<file path="src/rtl/rle_pkg.sv">
// Shared definitions for the 8-coefficient run-length encoder.
// Holds the default geometry constants, the FSM state type and the token record.
package rle_pkg;

    localparam int unsigned N      = 8;   // coefficients per block
    localparam int unsigned COEF_W = 18;  // signed DCT coefficient width
    localparam int unsigned QSHIFT = 4;   // quantization right-shift
    localparam int unsigned VAL_W  = 12;  // signed quantized value width
    localparam int unsigned RUN_W  = 3;   // clog2(N)

    typedef enum logic [1:0] {
        IDLE,
        SCAN,
        EOB
    } state_t;

    typedef struct packed {
        logic [RUN_W-1:0]        run;
        logic signed [VAL_W-1:0] value;
        logic                    eob;
    } rle_tok_t;

endpackage

</file>
<file path="src/rtl/rle_encoder_8_if.sv">
// Stream bundle around the run-length encoder.
//   blk_valid/blk_ready/coef_in          : coefficient block input handshake
//   out_valid/out_ready/out_run/
//   out_value/out_eob                    : token output handshake
// Modport slave is the encoder side, master is the block source / token sink.
interface rle_encoder_8_if;
    import rle_pkg::*;

    logic                    blk_valid;
    logic                    blk_ready;
    logic [N*COEF_W-1:0]     coef_in;
    logic                    out_valid;
    logic                    out_ready;
    logic [RUN_W-1:0]        out_run;
    logic signed [VAL_W-1:0] out_value;
    logic                    out_eob;

    modport slave (
        input  blk_valid,
        output blk_ready,
        input  coef_in,
        output out_valid,
        input  out_ready,
        output out_run,
        output out_value,
        output out_eob
    );

    modport master (
        output blk_valid,
        input  blk_ready,
        output coef_in,
        input  out_valid,
        output out_ready,
        input  out_run,
        input  out_value,
        input  out_eob
    );

endinterface

</file>
<file path="src/rtl/coef_quant.sv">
// Combinational coefficient quantizer: arithmetic right shift (floor) followed
// by saturation into a signed VAL_W result.
//   coef : signed COEF_W input coefficient
//   q    : signed VAL_W quantized value
module coef_quant #(
    parameter int unsigned COEF_W = 18,
    parameter int unsigned QSHIFT = 4,
    parameter int unsigned VAL_W  = 12
) (
    input  logic signed [COEF_W-1:0] coef,
    output logic signed [VAL_W-1:0]  q
);

    // Saturation bounds expressed at the input width; ~MAXV is -2^(VAL_W-1).
    localparam logic signed [COEF_W-1:0] MAXV = COEF_W'((1 << (VAL_W - 1)) - 1);
    localparam logic signed [COEF_W-1:0] MINV = ~MAXV;

    logic signed [COEF_W-1:0] sh;

    always_comb begin
        sh = coef >>> QSHIFT;
        if (sh > MAXV) begin
            q = MAXV[VAL_W-1:0];
        end else if (sh < MINV) begin
            q = MINV[VAL_W-1:0];
        end else begin
            q = sh[VAL_W-1:0];
        end
    end

endmodule

</file>
<file path="src/rtl/rle_encoder_8.sv">
// Run-length encoder for one 8-coefficient DCT block per handshake.
// Quantizes all coefficients at acceptance, then scans them in index order,
// emitting a (zero-run, value) token per non-zero value and a final EOB token.
//   clk   : rising-edge clock
//   reset : asynchronous active-low reset
//   bus   : slave side of rle_encoder_8_if (block input and token output)
module rle_encoder_8
    import rle_pkg::*;
(
    input logic           clk,
    input logic           reset,
    rle_encoder_8_if.slave bus
);

    localparam logic [RUN_W-1:0] LAST = RUN_W'(N - 1);

    state_t                  state_q, state_d;
    logic [RUN_W-1:0]        idx_q, idx_d;
    logic [RUN_W-1:0]        run_q, run_d;
    logic signed [VAL_W-1:0] q_d [N];
    logic signed [VAL_W-1:0] q_q [N];
    logic                    load;
    logic signed [VAL_W-1:0] cur;
    logic                    cur_nz;
    logic                    last;
    rle_tok_t                tok;

    for (genvar i = 0; i < N; i++) begin : g_quant
        coef_quant #(
            .COEF_W(COEF_W),
            .QSHIFT(QSHIFT),
            .VAL_W (VAL_W)
        ) u_quant (
            .coef(bus.coef_in[i*COEF_W +: COEF_W]),
            .q   (q_d[i])
        );
    end

    assign cur    = q_q[idx_q];
    assign cur_nz = (cur != '0);
    assign last   = (idx_q == LAST);

    // State register.
    always_ff @(posedge clk or negedge reset) begin
        if (!reset) begin
            state_q <= IDLE;
        end else begin
            state_q <= state_d;
        end
    end

    // Datapath registers: quantized block, scan index and zero-run counter.
    always_ff @(posedge clk or negedge reset) begin
        if (!reset) begin
            idx_q <= '0;
            run_q <= '0;
            for (int i = 0; i < N; i++) begin
                q_q[i] <= '0;
            end
        end else begin
            idx_q <= idx_d;
            run_q <= run_d;
            if (load) begin
                for (int i = 0; i < N; i++) begin
                    q_q[i] <= q_d[i];
                end
            end
        end
    end

    // Next-state and counter update.
    always_comb begin
        state_d = state_q;
        idx_d   = idx_q;
        run_d   = run_q;
        load    = 1'b0;
        unique case (state_q)
            IDLE: begin
                if (bus.blk_valid) begin
                    load    = 1'b1;
                    idx_d   = '0;
                    run_d   = '0;
                    state_d = SCAN;
                end
            end
            SCAN: begin
                if (!cur_nz) begin
                    if (last) begin
                        // Trailing zeros are implicit: no token, straight to EOB.
                        idx_d   = '0;
                        run_d   = '0;
                        state_d = EOB;
                    end else begin
                        idx_d = idx_q + 1'b1;
                        run_d = run_q + 1'b1;
                    end
                end else if (bus.out_ready) begin
                    run_d = '0;
                    if (last) begin
                        idx_d   = '0;
                        state_d = EOB;
                    end else begin
                        idx_d = idx_q + 1'b1;
                    end
                end
            end
            EOB: begin
                run_d = '0;
                if (bus.out_ready) begin
                    state_d = IDLE;
                end
            end
            default: begin
                state_d = IDLE;
            end
        endcase
    end

    // Outputs decoded from registered state only.
    always_comb begin
        tok           = '0;
        bus.out_valid = 1'b0;
        bus.blk_ready = 1'b0;
        unique case (state_q)
            IDLE: begin
                bus.blk_ready = 1'b1;
            end
            SCAN: begin
                if (cur_nz) begin
                    bus.out_valid = 1'b1;
                    tok.run       = run_q;
                    tok.value     = cur;
                end
            end
            EOB: begin
                bus.out_valid = 1'b1;
                tok.eob       = 1'b1;
            end
            default: begin
                bus.blk_ready = 1'b0;
            end
        endcase
    end

    assign bus.out_run   = tok.run;
    assign bus.out_value = tok.value;
    assign bus.out_eob   = tok.eob;

endmodule

</file>
<file path="src/flat_wrapper.sv">
// flat-port wrapper written by rule: the top's interface ports become plain ports
module rle_encoder_8_flat import rle_pkg::*;
  (clk, reset, bus_blk_valid, bus_blk_ready, bus_coef_in, bus_out_valid, bus_out_ready, bus_out_run, bus_out_value, bus_out_eob);
  rle_encoder_8_if bus_i ();
  input logic clk;
  input logic reset;
  input wire logic [$bits(bus_i.blk_valid)-1:0] bus_blk_valid;
  output wire logic [$bits(bus_i.blk_ready)-1:0] bus_blk_ready;
  input wire logic [$bits(bus_i.coef_in)-1:0] bus_coef_in;
  output wire logic [$bits(bus_i.out_valid)-1:0] bus_out_valid;
  input wire logic [$bits(bus_i.out_ready)-1:0] bus_out_ready;
  output wire logic [$bits(bus_i.out_run)-1:0] bus_out_run;
  output wire logic [$bits(bus_i.out_value)-1:0] bus_out_value;
  output wire logic [$bits(bus_i.out_eob)-1:0] bus_out_eob;
  assign bus_i.blk_valid = bus_blk_valid;
  assign bus_blk_ready = bus_i.blk_ready;
  assign bus_i.coef_in = bus_coef_in;
  assign bus_out_valid = bus_i.out_valid;
  assign bus_i.out_ready = bus_out_ready;
  assign bus_out_run = bus_i.out_run;
  assign bus_out_value = bus_i.out_value;
  assign bus_out_eob = bus_i.out_eob;
  rle_encoder_8 u_core (.clk(clk), .reset(reset), .bus(bus_i));
endmodule
</file>
<file path="config.mk">
export PLATFORM = sky130hd
export DESIGN_NAME = rle_encoder_8_flat
export DESIGN_NICKNAME = d
export VERILOG_FILES = /design/src/rtl/rle_pkg.sv /design/src/rtl/rle_encoder_8_if.sv /design/src/rtl/coef_quant.sv /design/src/rtl/rle_encoder_8.sv /design/src/flat_wrapper.sv
export SDC_FILE = /design/constraint.sdc
export NUM_CORES = 1
export LEC_CHECK = 0
export CORE_MARGIN = 4
export CORE_UTILIZATION = 35
export CTS_CLUSTER_SIZE = 24
export DETAILED_ROUTE_END_ITERATION = 12
export GPL_ROUTABILITY_DRIVEN = 0
export MAX_ROUTING_LAYER = met4
export PLACE_DENSITY = 0.71
export SLEW_MARGIN = 20
export SYNTH_ARGS = -nofsm -noshare
export SYNTH_HDL_FRONTEND = slang
export SYNTH_HIERARCHICAL = 1
export SYNTH_SLANG_ARGS = --single-unit
</file>
<file path="constraint.sdc">
create_clock -name clk -period 8.8 [get_ports clk]
set_input_delay 1.76 -clock clk [delete_from_list [all_inputs] [get_ports clk]]
set_output_delay 1.76 -clock clk [all_outputs]
set_load 0.02 [all_outputs]
</file>
==> results of run 1 <==
==> registers in the layout, indices dropped and copies added, names as in the netlist <==
register / count
u_core/run_q: 3
u_core/state_q: 2
u_core/idx_q: 3
u_core/q_q: 96
==> cell usage in the layout (no fill, tap or decap), types with 2 or more instances in the layout <==
master	netlist	routed
o211a_1	2	2
nor2b_1	5	5
nand4_1	2	2
a21boi_1	72	72
a21boi_0	16	16
nor2_1	107	107
buf_4	16	5
and2_1	9	9
dfrtp_1	104	104
ha_1	7	7
mux2_2	3	3
clkbuf_8	0	3
mux2_1	96	96
inv_1	11	11
nand3_1	2	2
nand2b_1	4	4
and3_1	2	2
a22o_1	3	3
mux2i_1	7	7
o22ai_1	88	88
clkdlybuf4s50_1	0	132
clkbuf_16	0	9
mux4_2	24	24
==> logic make-up (layout without fill, tap and decap cells) <==
logic type | count (synthesis) | count (layout)
adder cells (fa/ha/maj) | 7 | 7
AND/OR/NAND/NOR | 135 | 135
flip-flops | 104 | 104
AO/OA/AOI/OAI | 191 | 191
multiplexers | 130 | 130
buffers and inverters | 78 | 164
==> routing by layer <==
layer / track usage / up-vias
met4: 0.0503 / 0
met2: 0.229 / 142
met3: 0.0349 / 17
met5: - / -
li1: - / 2541
met1: 0.228 / 2411
==> stage by stage <==
stage               hold WS, ns  utilization  power [mW]  cells  area [sq um]
finish                    0.492        0.444        2.26    991          8390
global route              0.511        0.444        2.40    991          8390
CTS                       0.493        0.444        2.28    991          8390
detailed placement        0.478        0.427        1.85    975          8070
global placement          0.469        0.427        1.82    975          8070
floorplan                 0.459            -        1.50    645          6800
==> area by class of cell <==
class / count / share of cell area
multi-input cells: 463 / 0.446
flip-flops and latches: 104 / 0.310
repair buffers: 137 / 0.162
well taps: 260 / 0.0388
clock buffers: 12 / 0.0318
clock inverters: 4 / 0.00612
inverters: 11 / 0.00492
==> Yosys cell counts <==
| cell | n | area share |
|---|---|---|
| and2_1 | 9 | 0.0083 |
| buf_6 | 11 | 0.018 |
| nand4_1 | 2 | 0.0018 |
| nor4_1 | 1 | 0.00092 |
| nor2_1 | 107 | 0.059 |
| mux2i_1 | 7 | 0.010 |
| nor3_4 | 1 | 0.0024 |
| o21ai_1 | 1 | 0.00074 |
| nand2b_1 | 4 | 0.0037 |
| buf_1 | 10 | 0.0055 |
| o311a_1 | 1 | 0.0015 |
| a21boi_1 | 72 | 0.080 |
| a32o_1 | 1 | 0.0015 |
| o22ai_1 | 88 | 0.081 |
| o211a_1 | 2 | 0.0029 |
| a2bb2oi_1 | 1 | 0.0013 |
| dfrtp_1 | 104 | 0.38 |
| mux2_1 | 96 | 0.16 |
| buf_2 | 18 | 0.013 |
| inv_1 | 11 | 0.0061 |
| o21ai_0 | 1 | 0.00074 |
| mux2_2 | 3 | 0.0050 |
| o221ai_2 | 1 | 0.0022 |
| a21o_1 | 1 | 0.0011 |
| nand3_1 | 2 | 0.0015 |
| and3_1 | 2 | 0.0018 |
| nor2b_1 | 5 | 0.0046 |
| buf_4 | 16 | 0.018 |
| clkbuf_1 | 12 | 0.0066 |
| a22o_1 | 3 | 0.0039 |
| ha_1 | 7 | 0.013 |
| a21boi_0 | 16 | 0.018 |
| o21a_1 | 1 | 0.0011 |
| o2111ai_1 | 1 | 0.0013 |
| o211ai_1 | 1 | 0.0011 |
| mux4_2 | 24 | 0.080 |
| nand2_1 | 2 | 0.0011 |
==> final timing paths <==
check	to	depth (start not counted)
max	bus_out_valid	8
min	u_core/q_q[11]	1
max reg2reg	u_core/idx_q[0]	7
min reg2reg	u_core/q_q[11]	1
max in group asynchronous	u_core/q_q[79]	2
min in group asynchronous	u_core/q_q[93]	1
==> worst max-delay path: cells and delay by family, from the launching register on <==
family          cells  cell delay [ns]
compound gates      1             0.20
buf+inv             1             0.53
mux                 2             0.90
flops               1             0.86
simple gates        4             0.81
==> report_power, final <==
part	leakage [nW]	internal (mW)	switching, mW	total (mW)
clock network	0.155	0.244	0.172	0.416
registers	1.20	0.714	0.170	0.884
logic	1.90	0.512	0.449	0.961
total	3.26	1.47	0.791	2.26
==> report_table.html, run 1 <==
<table>
<tr><th>Metric</th><th>Value</th></tr>
<tr><th colspan="2">Outcome</th></tr>
<tr><td>Outcome</td><td>completed</td></tr>
<tr><th colspan="2">Logic synthesis</th></tr>
<tr><td>Synthesized flop and latch total</td><td>104</td></tr>
<tr><td>Netlist Area Pre-Place</td><td>6800 sq um</td></tr>
<tr><td>Combinational family with the most area after synthesis</td><td>multiplexers</td></tr>
<tr><td>Syn Inst Count</td><td>645</td></tr>
<tr><td>Simple-gate share of the synthesized area</td><td>0.0853</td></tr>
<tr><td>Post-Synth Adder-Cell Area</td><td>0.0129</td></tr>
<tr><td>Ys Warns</td><td>6</td></tr>
<tr><td>Synthesized Nets</td><td>800</td></tr>
<tr><td>Sequential area share after synthesis</td><td>0.383</td></tr>
<tr><td>Area share of xor/xnor cells in the synthesized design</td><td>0</td></tr>
<tr><td>Distinct cells, synth</td><td>37</td></tr>
<tr><td>Post-Synthesis Mean Instance Area</td><td>10.5 sq um</td></tr>
<tr><td>Complex-gate fraction of the synthesized area</td><td>0.198</td></tr>
<tr><td>Mux cell area share after synthesis</td><td>0.254</td></tr>
<tr><th colspan="2">Route</th></tr>
<tr><td>Number of remaining DRC errors</td><td>0</td></tr>
<tr><td>Post-route antenna net violation count</td><td>0</td></tr>
<tr><td>Detailed Routing Iterations Pass 1</td><td>4</td></tr>
<tr><td>Routed wl met2</td><td>approximately 7000 microns</td></tr>
<tr><td>Total via count in the routed design</td><td>5111</td></tr>
<tr><td>Via-per-instance ratio</td><td>5.16</td></tr>
<tr><td>Met1 Wirelength</td><td>8170 microns</td></tr>
<tr><td>Starting DRT DRC Count</td><td>233</td></tr>
<tr><td>Met3 wire length</td><td>1340 microns</td></tr>
<tr><td>Final routed wirelength across all metal layers</td><td>17000 microns</td></tr>
<tr><td>Top routing layer in use</td><td>met4</td></tr>
<tr><td>Routed WL per cell</td><td>17.2 microns</td></tr>
<tr><th colspan="2">Floorplanning</th></tr>
<tr><td>Die outline area</td><td>21700 sq um</td></tr>
<tr><td>Starting utilization of the core area</td><td>0.360</td></tr>
<tr><td># rows</td><td>50</td></tr>
<tr><td>Die W</td><td>147 microns</td></tr>
<tr><td>Die Ht</td><td>between 100 and 150 microns</td></tr>
<tr><td>Core Footprint</td><td>18900 sq um</td></tr>
<tr><td>Boundary Pins</td><td>166</td></tr>
<tr><th colspan="2">Setup path</th></tr>
<tr><td>Critical Path, Cell by Cell</td><td>mux4_2 &gt; mux2_2 &gt; nor2_1 &gt; nand3_1 &gt; nor3_4 &gt; nor2_1 &gt; o21a_1 &gt; clkdlybuf4s50_1</td></tr>
<tr><td>Data required time of the critical path</td><td>7.04 ns</td></tr>
<tr><td>First element of the critical path</td><td>u_core/idx_q[0]</td></tr>
<tr><td>Type of the worst setup path</td><td>register to output pin</td></tr>
<tr><td>Setup slack, reg-to-reg</td><td>5.77 ns</td></tr>
<tr><td>Largest stage delay on the critical path</td><td>0.86 ns</td></tr>
<tr><td>Critical path fanouts, max</td><td>20</td></tr>
<tr><td>Reg2reg start</td><td>u_core/idx_q[0]</td></tr>
<tr><td>Crit path DAT</td><td>3.66 ns</td></tr>
<tr><td>Crit end category</td><td>output pin</td></tr>
<tr><td>Startpoint types</td><td>register</td></tr>
<tr><td>Cell with the biggest individual delay on the critical path</td><td>dfrtp_1</td></tr>
<tr><td>CP dominant cell by count</td><td>nor2_1</td></tr>
<tr><th colspan="2">Clocking</th></tr>
<tr><td>Clock slew at the register clock pins of the worst setup and hold paths</td><td>0.07 ns</td></tr>
<tr><td>Buffer count from post-CTS setup fixing</td><td>0</td></tr>
<tr><td>Number of hold-repair buffers added at the cts stage</td><td>0</td></tr>
<tr><td>Clock Tree Buf Depth</td><td>2</td></tr>
<tr><td>CTS HTree Levels</td><td>3</td></tr>
<tr><td>Total of cells resized after clock tree synthesis</td><td>0</td></tr>
<tr><td>CTS Root Cell</td><td>clkbuf_16</td></tr>
<tr><td>Total CTS buffers</td><td>9</td></tr>
<tr><td>Clock sink count</td><td>approximately 100</td></tr>
<tr><td>TritonCTS clock tree</td><td>done</td></tr>
<tr><td>Worst skew pair latency</td><td>roughly 0.34 ns</td></tr>
<tr><th colspan="2">Timing</th></tr>
<tr><td>Final setup viols</td><td>0</td></tr>
<tr><td>Clock tree skew after final layout</td><td>about 0.004 ns</td></tr>
<tr><td>Setup tns final</td><td>0 ns</td></tr>
<tr><td>Unrepaired setup endpoints after global routing</td><td>false</td></tr>
<tr><td>Total count of hold-check failures in the final report</td><td>0</td></tr>
<tr><td>Min cycle time layout</td><td>5.42 ns</td></tr>
<tr><td>Measured slew at the worst slew-check pin</td><td>0.925 ns</td></tr>
<tr><td>Post-route fraction of the period consumed by the critical path</td><td>0.616</td></tr>
<tr><td>Pins over their slew limit</td><td>0</td></tr>
<tr><td>Relative slew slack</td><td>0.383</td></tr>
<tr><td>Worst-case setup margin in the final layout</td><td>3.38 ns</td></tr>
<tr><td>Fmax</td><td>roughly 180 MHz</td></tr>
<tr><th colspan="2">Power</th></tr>
<tr><td>Pwr per Cell Area</td><td>269 nW/um^2</td></tr>
<tr><td>Worst VDD drop</td><td>0.129 mV</td></tr>
<tr><td>Leakage power summed over all cells</td><td>3.26 nW</td></tr>
<tr><th colspan="2">Cells and area</th></tr>
<tr><td>NumNets Final</td><td>between 800 and 900</td></tr>
<tr><td>Antenna fix cells</td><td>0</td></tr>
<tr><td>Area added between synthesis and finish</td><td>23.4%</td></tr>
<tr><td>Area of the multi-input gates</td><td>roughly 3700 sq um</td></tr>
<tr><td>Sequential Area</td><td>2600 sq um</td></tr>
<tr><td>Number of fill cells</td><td>1821</td></tr>
<tr><td>Layout cell share with drive strength beyond 1</td><td>0.0698</td></tr>
<tr><th colspan="2">Global route</th></tr>
<tr><td>Global-route wire length before repair</td><td>26600 microns</td></tr>
<tr><td>Largest net degree at the start of global routing</td><td>75</td></tr>
<tr><td>Global router's overall resource usage</td><td>0.160</td></tr>
<tr><td>Number of antenna violations at the first check in global routing</td><td>0</td></tr>
<tr><td>Number of global-route vias before repair</td><td>slightly below 5000</td></tr>
<tr><td>Overflow left after global routing</td><td>0</td></tr>
<tr><th colspan="2">Placed design</th></tr>
<tr><td>Pre-CTS setup slack</td><td>around 3.7 ns</td></tr>
<tr><td>I/O Buffers</td><td>133</td></tr>
<tr><td>Half-perimeter wire length after placement</td><td>12800 microns</td></tr>
<tr><th colspan="2">Run</th></tr>
<tr><td>Max-cap check violation count</td><td>0</td></tr>
<tr><th colspan="2">Min path</th></tr>
<tr><td>Worst min path class</td><td>register to register</td></tr>
<tr><td>Hold wc startpoint</td><td>u_core/q_q[11]</td></tr>
</table>
(Power assumes the default switching activity.)
==> run 2, diff against run 1 <==
--- a/config.mk
+++ b/config.mk
@@ -11,7 +11,7 @@
 export DETAILED_ROUTE_END_ITERATION = 12
 export GPL_ROUTABILITY_DRIVEN = 0
 export MAX_ROUTING_LAYER = met4
-export PLACE_DENSITY = 0.71
+export PLACE_DENSITY = 0.73
 export SLEW_MARGIN = 20
 export SYNTH_ARGS = -nofsm -noshare
 export SYNTH_HDL_FRONTEND = slang
==> constraint.sdc (replaced) <==
create_clock -name clk -period 4.4 [get_ports clk]
set_input_delay 0.88 -clock clk [delete_from_list [all_inputs] [get_ports clk]]
set_output_delay 0.88 -clock clk [all_outputs]
set_load 0.02 [all_outputs]
==> run 2 against run 1 <==
  * Non-clock buffer count up 4
  * Utilization rose by 0.21 points
  * Critical path depth increased by 1
  * Design area up 0.46%
  * Total power is 100% higher
  * Clock power is 99% higher
  * Sequential power grew 99%
  * Via count up 2.2%
  * Largest power group unchanged
==> report_table.html, run 2 (same netlist as run 1, synthesis figures left out) <==
<table>
<tr><th>Metric</th><th>Value</th></tr>
<tr><th colspan="2">Outcome</th></tr>
<tr><td>Outcome</td><td>completed</td></tr>
<tr><th colspan="2">Cells and area</th></tr>
<tr><td>Area of the multi-input gates</td><td>roughly 3700 sq um</td></tr>
<tr><td>Antenna fix cells</td><td>0</td></tr>
<tr><td>Leading cell types in the layout, fill and taps excluded</td><td>clkdlybuf4s50_1, nor2_1, dfrtp_1</td></tr>
<tr><td>Largest Register</td><td>u_core/q_q</td></tr>
<tr><td>Number of fill cells</td><td>1783</td></tr>
<tr><td>Flip-flop count of the largest register, all copies and words added</td><td>96</td></tr>
<tr><td>NumNets Final</td><td>a little under 900</td></tr>
<tr><td>Sequential Area</td><td>approximately 2600 sq um</td></tr>
<tr><td>Layout cell share with drive strength beyond 1</td><td>0.0748</td></tr>
<tr><td>Total non-filler cell area in the finished layout</td><td>between 8000 and 9000 sq um</td></tr>
<tr><td>Final cell utilization of the core</td><td>0.446</td></tr>
<tr><td>Largest registers</td><td>u_core/q_q (96), u_core/idx_q (3), u_core/run_q (3)</td></tr>
<tr><td>Commonest non-fill, non-tap cell in the layout</td><td>clkdlybuf4s50_1</td></tr>
<tr><td>Area added between synthesis and finish</td><td>24.0%</td></tr>
<tr><th colspan="2">Route</th></tr>
<tr><td>Number of remaining DRC errors</td><td>0</td></tr>
<tr><td>Post-route antenna net violation count</td><td>0</td></tr>
<tr><td>Total via count in the routed design</td><td>5225</td></tr>
<tr><td>Starting DRT DRC Count</td><td>290</td></tr>
<tr><td>Routed WL per cell</td><td>17.1 microns</td></tr>
<tr><td>Final routed wirelength across all metal layers</td><td>17000 microns</td></tr>
<tr><td>Met1 Wirelength</td><td>roughly 8400 microns</td></tr>
<tr><td>Met3 wire length</td><td>943 microns</td></tr>
<tr><td>Top routing layer in use</td><td>met4</td></tr>
<tr><td>Detailed Routing Iterations Pass 1</td><td>4</td></tr>
<tr><td>Via-per-instance ratio</td><td>5.25</td></tr>
<tr><td>Routed wl met2</td><td>7520 microns</td></tr>
<tr><th colspan="2">Power</th></tr>
<tr><td>Pwr per Cell Area</td><td>539 nW/um^2</td></tr>
<tr><td>Power, Total</td><td>4.54 mW</td></tr>
<tr><td>Worst VDD drop</td><td>0.246 mV</td></tr>
<tr><td>Leakage power summed over all cells</td><td>approximately 3.3 nW</td></tr>
<tr><th colspan="2">Setup path</th></tr>
<tr><td>Largest stage delay on the critical path</td><td>roughly 0.57 ns</td></tr>
<tr><td>First element of the critical path</td><td>u_core/idx_q[2]</td></tr>
<tr><td>CP dominant cell by count</td><td>nor2_1</td></tr>
<tr><td>Cell with the biggest individual delay on the critical path</td><td>dfrtp_1</td></tr>
<tr><td>Reg2reg start</td><td>u_core/idx_q[2]</td></tr>
<tr><td>Crit end category</td><td>output pin</td></tr>
<tr><td>Critical path fanouts, max</td><td>18</td></tr>
<tr><td>Startpoint types</td><td>register</td></tr>
<tr><td>Data required time of the critical path</td><td>3.52 ns</td></tr>
<tr><td>Crit path DAT</td><td>3.20 ns</td></tr>
<tr><td>Type of the worst setup path</td><td>register to output pin</td></tr>
<tr><td>Critical Path, Cell by Cell</td><td>buf_4 &gt; mux4_2 &gt; nor2b_1 &gt; nor2_1 &gt; nand4_1 &gt; nor3_4 &gt; nor2_1 &gt; o21a_1 &gt; clkdlybuf4s50_1</td></tr>
<tr><th colspan="2">Timing</th></tr>
<tr><td>Worst-case setup margin in the final layout</td><td>0.322 ns</td></tr>
<tr><td>Final setup viols</td><td>0</td></tr>
<tr><td>Fmax</td><td>245 MHz</td></tr>
<tr><td>Measured slew at the worst slew-check pin</td><td>0.715 ns</td></tr>
<tr><td>Relative slew slack</td><td>0.522</td></tr>
<tr><td>Pins over their slew limit</td><td>0</td></tr>
<tr><td>Setup tns final</td><td>0 ns</td></tr>
<tr><td>Min cycle time layout</td><td>4.08 ns</td></tr>
<tr><td>Total count of hold-check failures in the final report</td><td>0</td></tr>
<tr><td>Post-route fraction of the period consumed by the critical path</td><td>0.927</td></tr>
<tr><td>Clock tree skew after final layout</td><td>roughly 0.009 ns</td></tr>
<tr><td>Unrepaired setup endpoints after global routing</td><td>false</td></tr>
<tr><th colspan="2">Floorplanning</th></tr>
<tr><td>Die Ht</td><td>roughly 150 microns</td></tr>
<tr><td>Die W</td><td>147 microns</td></tr>
<tr><td>Core Footprint</td><td>18900 sq um</td></tr>
<tr><td>Starting utilization of the core area</td><td>0.360</td></tr>
<tr><td># rows</td><td>50</td></tr>
<tr><td>Boundary Pins</td><td>166</td></tr>
<tr><td>Die outline area</td><td>21700 sq um</td></tr>
<tr><th colspan="2">Clocking</th></tr>
<tr><td>TritonCTS clock tree</td><td>done</td></tr>
<tr><td>Clock Tree Buf Depth</td><td>2</td></tr>
<tr><td>Clock slew at the register clock pins of the worst setup and hold paths</td><td>0.07 ns</td></tr>
<tr><td>CTS HTree Levels</td><td>3</td></tr>
<tr><td>CTS Root Cell</td><td>clkbuf_16</td></tr>
<tr><td>Buffer count from post-CTS setup fixing</td><td>0</td></tr>
<tr><td>Number of hold-repair buffers added at the cts stage</td><td>0</td></tr>
<tr><td>Worst skew pair latency</td><td>0.34 ns</td></tr>
<tr><td>Clock sink count</td><td>104</td></tr>
<tr><td>Total CTS buffers</td><td>9</td></tr>
<tr><td>Total of cells resized after clock tree synthesis</td><td>0</td></tr>
<tr><th colspan="2">Placed design</th></tr>
<tr><td>Half-perimeter wire length after placement</td><td>12900 microns</td></tr>
<tr><td>Pre-CTS setup slack</td><td>between 0.6 and 0.7 ns</td></tr>
<tr><td>Placement-stage cell area</td><td>8110 sq um</td></tr>
<tr><td>I/O Buffers</td><td>133</td></tr>
<tr><th colspan="2">Min path</th></tr>
<tr><td>Hold wc startpoint</td><td>u_core/q_q[9]</td></tr>
<tr><td>Worst min path class</td><td>register to register</td></tr>
<tr><th colspan="2">Global route</th></tr>
<tr><td>Number of global-route vias before repair</td><td>slightly below 5000</td></tr>
<tr><td>Largest net degree at the start of global routing</td><td>45</td></tr>
<tr><td>Overflow left after global routing</td><td>0</td></tr>
<tr><td>Global-route wire length before repair</td><td>26700 microns</td></tr>
<tr><td>Number of antenna violations at the first check in global routing</td><td>0</td></tr>
<tr><td>Global router's overall resource usage</td><td>0.160</td></tr>
<tr><th colspan="2">Run</th></tr>
<tr><td>Max-cap check violation count</td><td>0</td></tr>
</table>
## run 2: metal layers
layer  vias to the layer above  track usage
li1                       2553            -
met1                      2515        0.228
met2                       147        0.235
met3                        10       0.0284
met4                         0       0.0419
met5                         -            -
## run 2: cell type report
type | instances | share of cell area
inverter | 11 | 0.00490
timing repair buffer | 141 | 0.166
clock inverter | 6 | 0.00891
clock buffer | 10 | 0.0284
sequential | 104 | 0.309
tap | 260 | 0.0386
multi-input combinational | 463 | 0.444
## run 2: power by group
part | internal, mW | total (mW) | switching (mW)
logic | 1.04 | 1.95 | 0.916
registers | 1.43 | 1.76 | 0.334
clock network | 0.465 | 0.829 | 0.364
total | 2.93 | 4.54 | 1.61
## run 2: worst paths after layout
check | cells past startpoint | slack [ns] | to
max | 9 | 0.32 | bus_out_valid
min | 1 | 0.49 | u_core/q_q[9]
max reg2reg | 9 | 1.61 | u_core/idx_q[0]
min reg2reg | 1 | 0.49 | u_core/q_q[9]
max in group asynchronous | 2 | 2.95 | u_core/q_q[32]
min in group asynchronous | 1 | 0.54 | u_core/q_q[89]
## run 2: metrics by stage
stage / cells / hold slack [ns]
after global routing: 995 / 0.507
after floorplan: 645 / 0.459
after CTS: 995 / 0.493
after global placement: 979 / 0.469
after detailed placement: 979 / 0.478
final: 995 / 0.491
## run 2: worst max-delay path: cells and delay by family (launching register included)
kind            cells  cell delay [ns]
mux                 1             0.37
buf+inv             2             0.87
flops               1             0.57
compound gates      1             0.19
simple gates        5             0.85
